`config.mk`:
```
export PLATFORM = sky130hd
export DESIGN_NAME = serial_frame_rx_flat
export DESIGN_NICKNAME = d
export VERILOG_FILES = /design/src/rtl/serial_frame_rx_if.sv /design/src/rtl/serial_frame_rx.sv /design/src/flat_wrapper.sv
export SDC_FILE = /design/constraint.sdc
export NUM_CORES = 1
export LEC_CHECK = 0
export ABC_CLOCK_PERIOD_IN_PS = 1470
export CAP_MARGIN = 10
export CORE_MARGIN = 4
export CORE_UTILIZATION = 40
export DETAILED_ROUTE_END_ITERATION = 16
export GPL_TIMING_DRIVEN = 0
export SYNTH_ARGS = -nofsm -noshare
export SYNTH_HDL_FRONTEND = slang
export SYNTH_SLANG_ARGS = --single-unit
```
`constraint.sdc`:
```
create_clock -name clk -period 1.47 [get_ports clk]
set_clock_uncertainty 0.05 [all_clocks]
set_input_delay 0.147 -clock clk [delete_from_list [all_inputs] [get_ports clk]]
set_output_delay 0.147 -clock clk [all_outputs]
set_load 0.005 [all_outputs]
```
`src/rtl/serial_frame_rx_if.sv`:
```
// Output handshake bundle for serial_frame_rx.
//   out_data  : received word
//   out_valid : out_data holds an unconsumed word
//   out_ready : consumer accepts the word this cycle
// master = receiver side (drives data/valid), slave = consumer side.
interface serial_frame_rx_if #(
    parameter int BITS = 5
);
    logic [BITS-1:0] out_data;
    logic            out_valid;
    logic            out_ready;

    modport master (output out_data, output out_valid, input out_ready);
    modport slave  (input out_data, input out_valid, output out_ready);
endinterface

```
`src/rtl/serial_frame_rx.sv`:
```
// Framed serial receiver: start bit (0), BITS data bits LSB first, optional
// even-parity bit, stop bit (1), one bit per clk. Good words land in a
// one-word holding buffer presented on a valid/ready port.
//   clk, rstn : clock, asynchronous active-low reset
//   sin       : serial line, idles high
//   rx_out    : out_data / out_valid / out_ready handshake (master side)
//   perr      : one-cycle pulse, frame failed parity
//   ferr      : one-cycle pulse, stop bit sampled 0
//   ovf       : sticky, good word dropped because the buffer was full
//   err_clr   : synchronous clear of ovf
module serial_frame_rx #(
    parameter int BITS      = 5,
    parameter bit PARITY_EN = 1'b1
) (
    input  logic                clk,
    input  logic                rstn,
    input  logic                sin,
    input  logic                err_clr,
    output logic                perr,
    output logic                ferr,
    output logic                ovf,
    serial_frame_rx_if.master   rx_out
);
    localparam int            CW   = $clog2(BITS + 1);
    localparam logic [CW-1:0] LAST = CW'(BITS - 1);

    typedef enum logic [2:0] {
        S_IDLE, S_DATA, S_PAR, S_STOP, S_BRK
    } st_t;

    st_t             st, nxt;
    logic [CW-1:0]   cnt;
    logic [BITS-1:0] shreg;
    logic            pflag;
    logic [BITS-1:0] data_q;
    logic            vld_q;

    logic cnt_clr, cnt_inc, shift_en, par_ld;
    logic done_ok, done_perr, done_ferr;
    logic load, drop, xfer;

    always_ff @(posedge clk or negedge rstn) begin
        if (!rstn) st <= S_IDLE;
        else       st <= nxt;
    end

    always_comb begin
        nxt       = st;
        cnt_clr   = 1'b0;
        cnt_inc   = 1'b0;
        shift_en  = 1'b0;
        par_ld    = 1'b0;
        done_ok   = 1'b0;
        done_perr = 1'b0;
        done_ferr = 1'b0;
        case (st)
            S_IDLE: if (!sin) begin
                nxt     = S_DATA;
                cnt_clr = 1'b1;
            end
            S_DATA: begin
                shift_en = 1'b1;
                if (cnt == LAST) nxt = PARITY_EN ? S_PAR : S_STOP;
                else             cnt_inc = 1'b1;
            end
            S_PAR: begin
                par_ld = 1'b1;
                nxt    = S_STOP;
            end
            S_STOP: begin
                // A bad stop bit wins over a parity error.
                if (sin) begin
                    nxt = S_IDLE;
                    if (pflag) done_perr = 1'b1;
                    else       done_ok   = 1'b1;
                end else begin
                    done_ferr = 1'b1;
                    nxt       = S_BRK;
                end
            end
            // Line must return high before a new start bit is honoured.
            S_BRK: if (sin) nxt = S_IDLE;
            default: nxt = S_IDLE;
        endcase
    end

    // Receive datapath: bit counter, right-shifting deserializer, parity flag.
    always_ff @(posedge clk or negedge rstn) begin
        if (!rstn) begin
            cnt   <= '0;
            shreg <= '0;
            pflag <= 1'b0;
        end else begin
            if (cnt_clr)      cnt <= '0;
            else if (cnt_inc) cnt <= cnt + 1'b1;
            if (shift_en) shreg <= {sin, shreg[BITS-1:1]};
            // pflag stays 0 when there is no parity bit.
            if (cnt_clr)     pflag <= 1'b0;
            else if (par_ld) pflag <= (^shreg) ^ sin;
        end
    end

    // Holding buffer: a drain and a load in the same cycle keep out_valid high.
    assign xfer = vld_q && rx_out.out_ready;
    assign load = done_ok && (!vld_q || rx_out.out_ready);
    assign drop = done_ok && vld_q && !rx_out.out_ready;

    always_ff @(posedge clk or negedge rstn) begin
        if (!rstn) begin
            data_q <= '0;
            vld_q  <= 1'b0;
            perr   <= 1'b0;
            ferr   <= 1'b0;
            ovf    <= 1'b0;
        end else begin
            if (load) begin
                data_q <= shreg;
                vld_q  <= 1'b1;
            end else if (xfer) begin
                vld_q  <= 1'b0;
            end
            perr <= done_perr;
            ferr <= done_ferr;
            // New overflow beats a simultaneous clear.
            if (drop)         ovf <= 1'b1;
            else if (err_clr) ovf <= 1'b0;
        end
    end

    assign rx_out.out_data  = data_q;
    assign rx_out.out_valid = vld_q;
endmodule

```
`src/flat_wrapper.sv`:
```
// flat-port wrapper written by rule: the top's interface ports become plain ports
module serial_frame_rx_flat 
#(
    parameter int BITS      = 5,
    parameter bit PARITY_EN = 1'b1
)
  (clk, rstn, sin, err_clr, perr, ferr, ovf, rx_out_out_data, rx_out_out_valid, rx_out_out_ready);
  serial_frame_rx_if #(.BITS(BITS)) rx_out_i ();
  input  logic clk;
  input  logic rstn;
  input  logic sin;
  input  logic err_clr;
  output logic perr;
  output logic ferr;
  output logic ovf;
  output wire logic [$bits(rx_out_i.out_data)-1:0] rx_out_out_data;
  output wire logic [$bits(rx_out_i.out_valid)-1:0] rx_out_out_valid;
  input wire logic [$bits(rx_out_i.out_ready)-1:0] rx_out_out_ready;
  assign rx_out_out_data = rx_out_i.out_data;
  assign rx_out_out_valid = rx_out_i.out_valid;
  assign rx_out_i.out_ready = rx_out_out_ready;
  serial_frame_rx #(.BITS(BITS), .PARITY_EN(PARITY_EN)) u_core (.clk(clk), .rstn(rstn), .sin(sin), .err_clr(err_clr), .perr(perr), .ferr(ferr), .ovf(ovf), .rx_out(rx_out_i));
endmodule
```
# Word level (Yosys, flattened, before mapping)
# Cells that the tools add are included.
dict set report totals {
  register_bits 21
  in_bits 5
  out_inout_bits 9
  elab_cells 59
}
dict set report classes {
  n_addsub 1
  n_eq_ne 8
  n_mux 26
  bitwise_logic 1
  n_reduce_logical 14
}
# operator count
set ops {}
lappend ops {{2-to-1 mux 1 bit} 19}
lappend ops {{2-to-1 mux 3 bit} 6}
lappend ops {{one-hot mux 3 bit (5 select lines)} 1}
lappend ops {{nonzero test 2 bit} 4}
lappend ops {{== test 3 x 2 -> 1 bit (second input constant)} 2}
lappend ops {{== test 3 bit (second input constant)} 2}
lappend ops {{parity 5 bit} 1}
lappend ops {{logical AND 1 bit} 4}
lappend ops {{!= test 2 bit (second input constant)} 2}
lappend ops {{adder 3 x 1 -> 3 bit (second input constant)} 1}
lappend ops {{== test 3 x 1 -> 1 bit (second input constant)} 1}
lappend ops {{zero test 3 bit} 1}
lappend ops {{AND reduction 3 bit} 1}
lappend ops {{zero test 1 bit} 2}
lappend ops {{!= test 2 x 1 -> 1 bit (second input constant)} 1}
lappend ops {{logical OR 1 bit} 1}
lappend ops {{bitwise XOR 1 bit} 1}

# Longest topological paths before layout
# Gate-level depths: netlist (run 1).
dict set report logic_depth {
  depth_word 6
  ltp_mapped 5
  mapped_depth_nobuf 5
}

# Least setup slack after synthesis (run 1)
# OpenSTA, ideal clock, no wires.
dict set report synth_path {
  kind {register to register}
  from {reg u_core.st[2]}
  to {reg u_core.data_q[0], in the netlist u_core.rx_out.out_data[0]}
  setup_ps 125
  arrival_ps 1363
  required_time_ps 1295
  path_slack_ps -67
  stages_incl_launch_ff 5
  n_path_buf 1
  period_less_slack_ps 1537
  path_cell_list {dfrtp_1 buf_2 nand4b_2 nor3b_4 mux2_2}
}
dict set report synth_via {
  elab_chain_len 3
}
# element line_no
set synth_rtl {}
lappend synth_rtl {{start, declared} serial_frame_rx.sv:31} ;# st_t st, nxt;
lappend synth_rtl {{start signal, assigned} serial_frame_rx.sv:44} ;# else st <= nxt;
lappend synth_rtl {{== test 3 x 2 -> 1 bit} serial_frame_rx.sv:56} ;# case (st)
lappend synth_rtl {{2-to-1 mux 1 bit} serial_frame_rx.sv:56}
lappend synth_rtl {{logical AND 1 bit} serial_frame_rx.sv:105} ;# assign load = done_ok && (!vld_q || rx_out.out_ready);
lappend synth_rtl {{end signal, assigned} serial_frame_rx.sv:117} ;# data_q <= shreg;
lappend synth_rtl {{end, declared} serial_frame_rx.sv:35} ;# logic [BITS-1:0] data_q;
# No other way between the ends.
# A chain may end at the register's enable or synchronous reset.

# Final worst setup path (run 1)
# Same ends and word-level chain as after synthesis.

==> results of run 1 <==
metal layers:
layer,global-route usage [%],share of wire [%]
met1,16.5,47
met2,18.9,46
met3,3.85,5.2
met4,6.29,2.2
met5,0,0
synthesized netlist by cell type, types with 3 or more instances:
cell / count
nor2_1: 5
inv_1: 4
mux2_2: 10
a21oi_1: 5
dfrtp_1: 21
nand2b_1: 3
nand2_1: 5
worst max-delay path, delay by kind of cell, from the launching register on:
family / cells / cell delay (ps)
mux: 1 / 330
simple gates: 2 / 380
flops: 1 / 390
buf+inv: 2 / 280
layout make-up:
class,instances,share of cell area [%]
sequential,21,42.4
multi-input combinational,53,35.1
timing repair buffer,18,13.8
tap,28,2.83
buffer,3,2.42
clock buffer,3,1.82
inverter,4,1.21
clock inverter,1,0.404
kinds of logic (layout without fill, tap and decap cells):
family,after synthesis,after routing,synth area share (%)
AOI/OAI and AO/OA,10,10,5.75
xor gates and xnor gates,4,4,4.99
adders and majority gates,2,2,2.56
buffers and inverters,8,29,3.71
DFF,21,21,53.7
muxes,10,10,11.5
and+or+nand+nor,27,27,17.8
power groups by stage:
stage / Clock [mW] / Sequential [mW] / Combinational (mW)
5_1_grt: 0.326 / 0.994 / 1.37
4_1_cts: 0.294 / 0.952 / 1.22
3_3_place_gp: 0 / 0.954 / 1.12
3_5_place_dp: 0 / 0.961 / 1.14
2_1_floorplan: 0 / 0.938 / 0.832
6_report: 0.294 / 0.960 / 1.23
worst paths after layout:
kind                                           start                   endpoint  slack, ps
min                                             rstn               u_core.st[0]        280
max                                     u_core.st[2]  u_core.rx_out.out_data[0]        -70
max reg2reg                             u_core.st[2]  u_core.rx_out.out_data[0]        -70
min reg2reg                u_core.rx_out.out_data[0]  u_core.rx_out.out_data[0]        470
max in group asynchronous                       rstn            u_core.shreg[0]        530
min in group clk                             err_clr                 u_core.ovf        350
stage by stage:
stage	std cells	area, um2	worst slack [ps]	hold WS, ps	TNS, ps
2_1_floorplan	82	987	-24.3	-199	-122
4_1_cts	131	1230	-48.6	335	-263
3_3_place_gp	123	1150	-426	440	-2900
6_report	131	1240	-65.4	277	-300
5_1_grt	131	1240	-137	350	-850
3_5_place_dp	123	1150	-429	449	-2960
registers in the layout, summed over array words and instances (netlist names):
name                     cells
u_core.perr                  1
u_core.rx_out.out_data       5
u_core.st                    3
u_core.shreg                 5
u_core.ovf                   1
u_core.cnt                   3
u_core.ferr                  1
u_core.pflag                 1
u_core.rx_out.out_valid      1
repair_timing:
action                     in CTS  in global routing
buffers inserted                5                  0
setup endpoints to repair      13                 13
resized for setup               7                  3
pin swaps                       1                  0
==> metrics, run 1 <==
Fillers 200; HPWL after DPL roughly 1.2 mm; worst skew pair latency slightly above 300 ps; die width approximately 57 um; Num CTS Buffers 3; max incr delay on CP between 300 and 400 ps; layout cells sized above 1 a little over a quarter; Die H about 57 um; DRT antenna net count 0; Die ar. between 3000 and 4000 um2; Distinct cells, synth 28; CTS tree yes; top-area cell type share of the netlist area between 50% and 60%; Async SR Flop Fraction 100%; Worst slew margin 38.7%; Comb power frac around half; Root Buffer clkbuf_4; max_cap viols 0; Max Buffers Root-to-Sink 2; largest net degree at the start of global routing 22; Final Power 2.48 mW; Syn Inst Count approximately 80; Tightest Pin Transition 917 ps; remaining global-route overflow 0; Port Buffers 13; Initial Utilization between 40% and 50%; H-Tree Level Count 1; Worst Path Max Fanout 5; n_diodes 0; 1st-iter DRT viols 8; DRC viols 0; Min-Delay Path Class in -> async; fmax between 0.6 and 0.7 GHz; Ports 14; Switch Pwr between 0.8 and 0.9 mW; Core Util, Final a little over half; sequential share of the synthesized area 53.7%; Switching Fraction roughly 34%; type of the worst setup path reg -> reg; Clk pwr share a little under an eighth; nets@finish between 100 and 150; first-pass GRT wire length 3.19 mm; worst r2r path cells 5; Flop pwr share about two fifths; CTS Hold Bufs 0; Pwr Density 2000 nW/um2; warnings from Yosys 0; clock sinks 21; Post-synth EDFFs 0; area grow syn2layout 26.7%; crit start category flip-flop; Synth Register Bits 21; CP endpoint kind flip-flop; status complete, but fails checks; RSZ-0062 raised after global routing yes; crit-path cells buf_6, nand4b_4, nor3b_4, buf_6, mux2_2; mapped cell area 978 um2; slowest stage cell, crit path dfrtp_1; Row Count 17; routed vias 673; Placer Congestion approximately 0.75; Overall Global Routing Usage 12.6%; CP arrival around 1700 ps; ys flop type dfrtp_1; Avg Synthesized Cell Area ~12 um2; Pre-Repair DR Iteration Count 3; Critical Path Most Common Cell buf_6; syn nets a little under 90; via/cell ratio 5.14; Sequential Area ~530 um2; commonest non-fill, non-tap cell in the layout dfrtp_1; CP Data Required Time between 1500 and 2000 ps; Tmin final 1540 ps; Multi-input gate area roughly 440 um2; synth top area cells dfrtp_1 (54%), mux2_2 (12%), a21oi_1 (2.6%); initial antenna violation count 0; WL per Instance 13.6 um; area leader, netlist dfrtp_1; leakage power between 0.5 and 0.6 nW; Slew Limit Fails 0; Hold Violations, Final 0; most frequent cells in the layout dfrtp_1 (21), clkdlybuf4s50_1 (13), mux2_2 (9); final WL approximately 1.8 mm; clock transition at the registers of the reported paths 130 ps; number of setup violations in the final report 5; fin crit share 104%; final worst slack -65.4 ps; worst vdd ir between 1 and 1.5 mV; failing checks negative setup slack; vias in the first global route between 700 and 800; Pint roughly 1.6 mW; Core Box Area 2280 um2
Note: power is estimated with default switching activity, not from simulation.
==> run 2: changes to the inputs <==
--- a/config.mk
+++ b/config.mk
@@ -6,9 +6,9 @@
 export NUM_CORES = 1
 export LEC_CHECK = 0
 export ABC_CLOCK_PERIOD_IN_PS = 1470
-export CAP_MARGIN = 10
 export CORE_MARGIN = 4
 export CORE_UTILIZATION = 40
+export CTS_BUF_LIST = sky130_fd_sc_hd__clkbuf_8 sky130_fd_sc_hd__clkbuf_16
 export DETAILED_ROUTE_END_ITERATION = 16
 export GPL_TIMING_DRIVEN = 0
 export SYNTH_ARGS = -nofsm -noshare
==> run 2 against run 1 <==
Effect of this change:
- combinational power barely moved
- wire length fell by 3.4%
- design area rose by 1.7%
- sequential share of layout area fell by 0.71 points
- register-to-register slack improved by 20 ps
- flip-flop and latch count did not move
- the flow still finishes with violations (negative setup slack)
- global-route usage fell by 0.60 points
- via count fell by 3.0%
- count of clock-buffer cells in the layout did not move
- hold slack improved by 70 ps
- largest cell class unchanged
- first-iteration DRC count rose by 13%
==> metrics, run 2 (synthesis results as in run 1) <==
status complete, but fails checks; failing checks negative setup slack; Tmin final 1520 ps (-15.2 ps); routed vias 653 (-3.0%); CP arrival 1610 ps (-80 ps); crit start category flip-flop; Max Buffers Root-to-Sink 2 (unchanged); first-pass GRT wire length 3.11 mm (-2.4%); clock sinks 21 (unchanged); Row Count 17 (unchanged); Comb power frac 48.3% (-1.2 points); final WL 1.72 mm (-3.4%); Final Power 2.57 mW (+3.7%); Worst slew margin 38.2% (-0.43 points); Core Box Area 2280 um2 (unchanged); Multi-input gate area 447 um2 (+2.6%); Pint 1.75 mW (+6.7%); fmax 0.658 GHz (+1.0%); final worst slack -50.1 ps (+15.2 ps); DP Area 1150 um2 (unchanged); max_cap viols 0 (unchanged); die width 57.5 um (unchanged); Fillers 192 (-4.0%); Hold Violations, Final 0 (unchanged); Worst path top cell family by delay simple AND/OR/NAND/NOR gates; number of setup violations in the final report 5 (unchanged); Sequential Area 526 um2 (unchanged); most frequent cells in the layout dfrtp_1 (21), clkdlybuf4s50_1 (12); worst vdd ir 1.19 mV (about the same); Root Buffer clkbuf_8; Min-Delay Path Class in -> reg; Pre-Repair DR Iteration Count 2 (-1); DRC viols 0 (unchanged); n_diodes 0 (unchanged); Flop pwr share 37.2% (-1.5 points); H-Tree Level Count 1 (unchanged); max incr delay on CP 370 ps (-20 ps); Placer Congestion 0.748 (unchanged); Num CTS Buffers 3 (unchanged); Buf/Inv on CP 2 (unchanged); hold slack 347 ps (+69.6 ps); largest net degree at the start of global routing 22 (unchanged); Critical Path Most Common Cell buf_6; Tightest Pin Transition 924 ps (+6.47 ps); Ports 14 (unchanged); Die H 57.5 um (unchanged); remaining global-route overflow 0 (unchanged); worst skew pair latency 250 ps (-60 ps); Initial Utilization 43.0% (unchanged); Overall Global Routing Usage 12.0% (-0.60 points); initial antenna violation count 0 (unchanged); Die ar. 3300 um2 (unchanged); crit-path cells buf_6, nand4b_4, nor3b_4, buf_6, mux2_4; via/cell ratio 5.02 (-2.2%); nets@finish 110 (-0.90%); dpl cells 123 (unchanged); 1st-iter DRT viols 9 (+1); HPWL after DPL 1.15 mm (unchanged); slowest stage cell, crit path dfrtp_1; fin crit share 103% (-1.0 points); DRT antenna net count 0 (unchanged); RSZ-0062 raised after global routing yes; CP Data Required Time 1560 ps (-70 ps); type of the worst setup path reg -> reg; Switch Pwr 0.825 mW (-2.1%); Pwr Density 2040 nW/um2 (+1.9%); Slew Limit Fails 0 (unchanged); WL per Instance 13.3 um (-2.6%); commonest non-fill, non-tap cell in the layout dfrtp_1; clock transition at the registers of the reported paths 80 ps (-50 ps); Clk pwr share 14.4% (+2.5 points); leakage power 0.568 nW (+2.2%); layout cells sized above 1 24.5% (-1.7 points); area grow syn2layout 28.9%; CTS tree yes; Worst Path Max Fanout 6 (+1); vias in the first global route 698 (-0.71%); CP endpoint kind flip-flop; Port Buffers 13 (unchanged); Switching Fraction 32.0% (-1.9 points); CTS Hold Bufs 0 (unchanged); final instance area 1260 um2 (+1.7%); Finished Layout Cells 130 (-0.76%)
## run 2: path summary, 6_finish.rpt
kind	depth (start not counted)	slack (ps)	to	from
worst max-delay path	5	-50	u_core.rx_out.out_data[2]	u_core.st[2]
worst min-delay path	2	350	u_core.st[2]	sin
worst max register to register	5	-50	u_core.rx_out.out_data[2]	u_core.st[2]
worst min register to register	1	460	u_core.rx_out.out_data[0]	u_core.rx_out.out_data[0]
max in group asynchronous	1	450	u_core.cnt[2]	rstn
min in group asynchronous	1	360	u_core.st[0]	rstn
## run 2: timing repair
action / CTS / global route
setup buffers: 4 / 0
resized for setup: 8 / 6
pin swaps: 1 / 1
setup endpoints to repair: 13 / 10
## run 2: metrics by stage
step	setup slack [ps]	utilization [%]	TNS [ps]
6_report	-50.1	55.4	-230
5_1_grt	-112	55.4	-713
4_1_cts	-41.8	54.6	-208
3_5_place_dp	-429	50.6	-2960
3_3_place_gp	-426	50.6	-2900
2_1_floorplan	-24.3	-	-122
## run 2: cell type report
cell class                 count  share of cell area (%)
buffer                         3                    2.38
clock buffer                   3                    3.27
clock inverter                 1                   0.397
inverter                       4                    1.19
multi-input combinational     53                    35.4
sequential                    21                    41.7
tap                           28                    2.78
timing repair buffer          17                    12.9
## run 2: power by group through the flow
stage / logic [mW] / clock network, mW / registers, mW
floorplan: 0.832 / 0 / 0.938
global placement: 1.12 / 0 / 0.954
detailed placement: 1.14 / 0 / 0.961
CTS: 1.21 / 0.384 / 0.953
global route: 1.37 / 0.419 / 0.990
finish: 1.24 / 0.372 / 0.958
## run 2: worst reg2reg max path, cell delays in order, from the launching register on
cell      delay [ps]
dfrtp_1          370
buf_6            130
nand4b_4         180
nor3b_4          220
buf_6            160
mux2_4           300
## run 2: per-layer routing
| layer | share of wire [%] | global-route usage (%) |
|---|---|---|
| met4 | 0.70 | 4.97 |
| met1 | 49 | 15.6 |
| met2 | 45 | 18.5 |
| met5 | 0 | 0 |
| met3 | 4.8 | 3.85 |
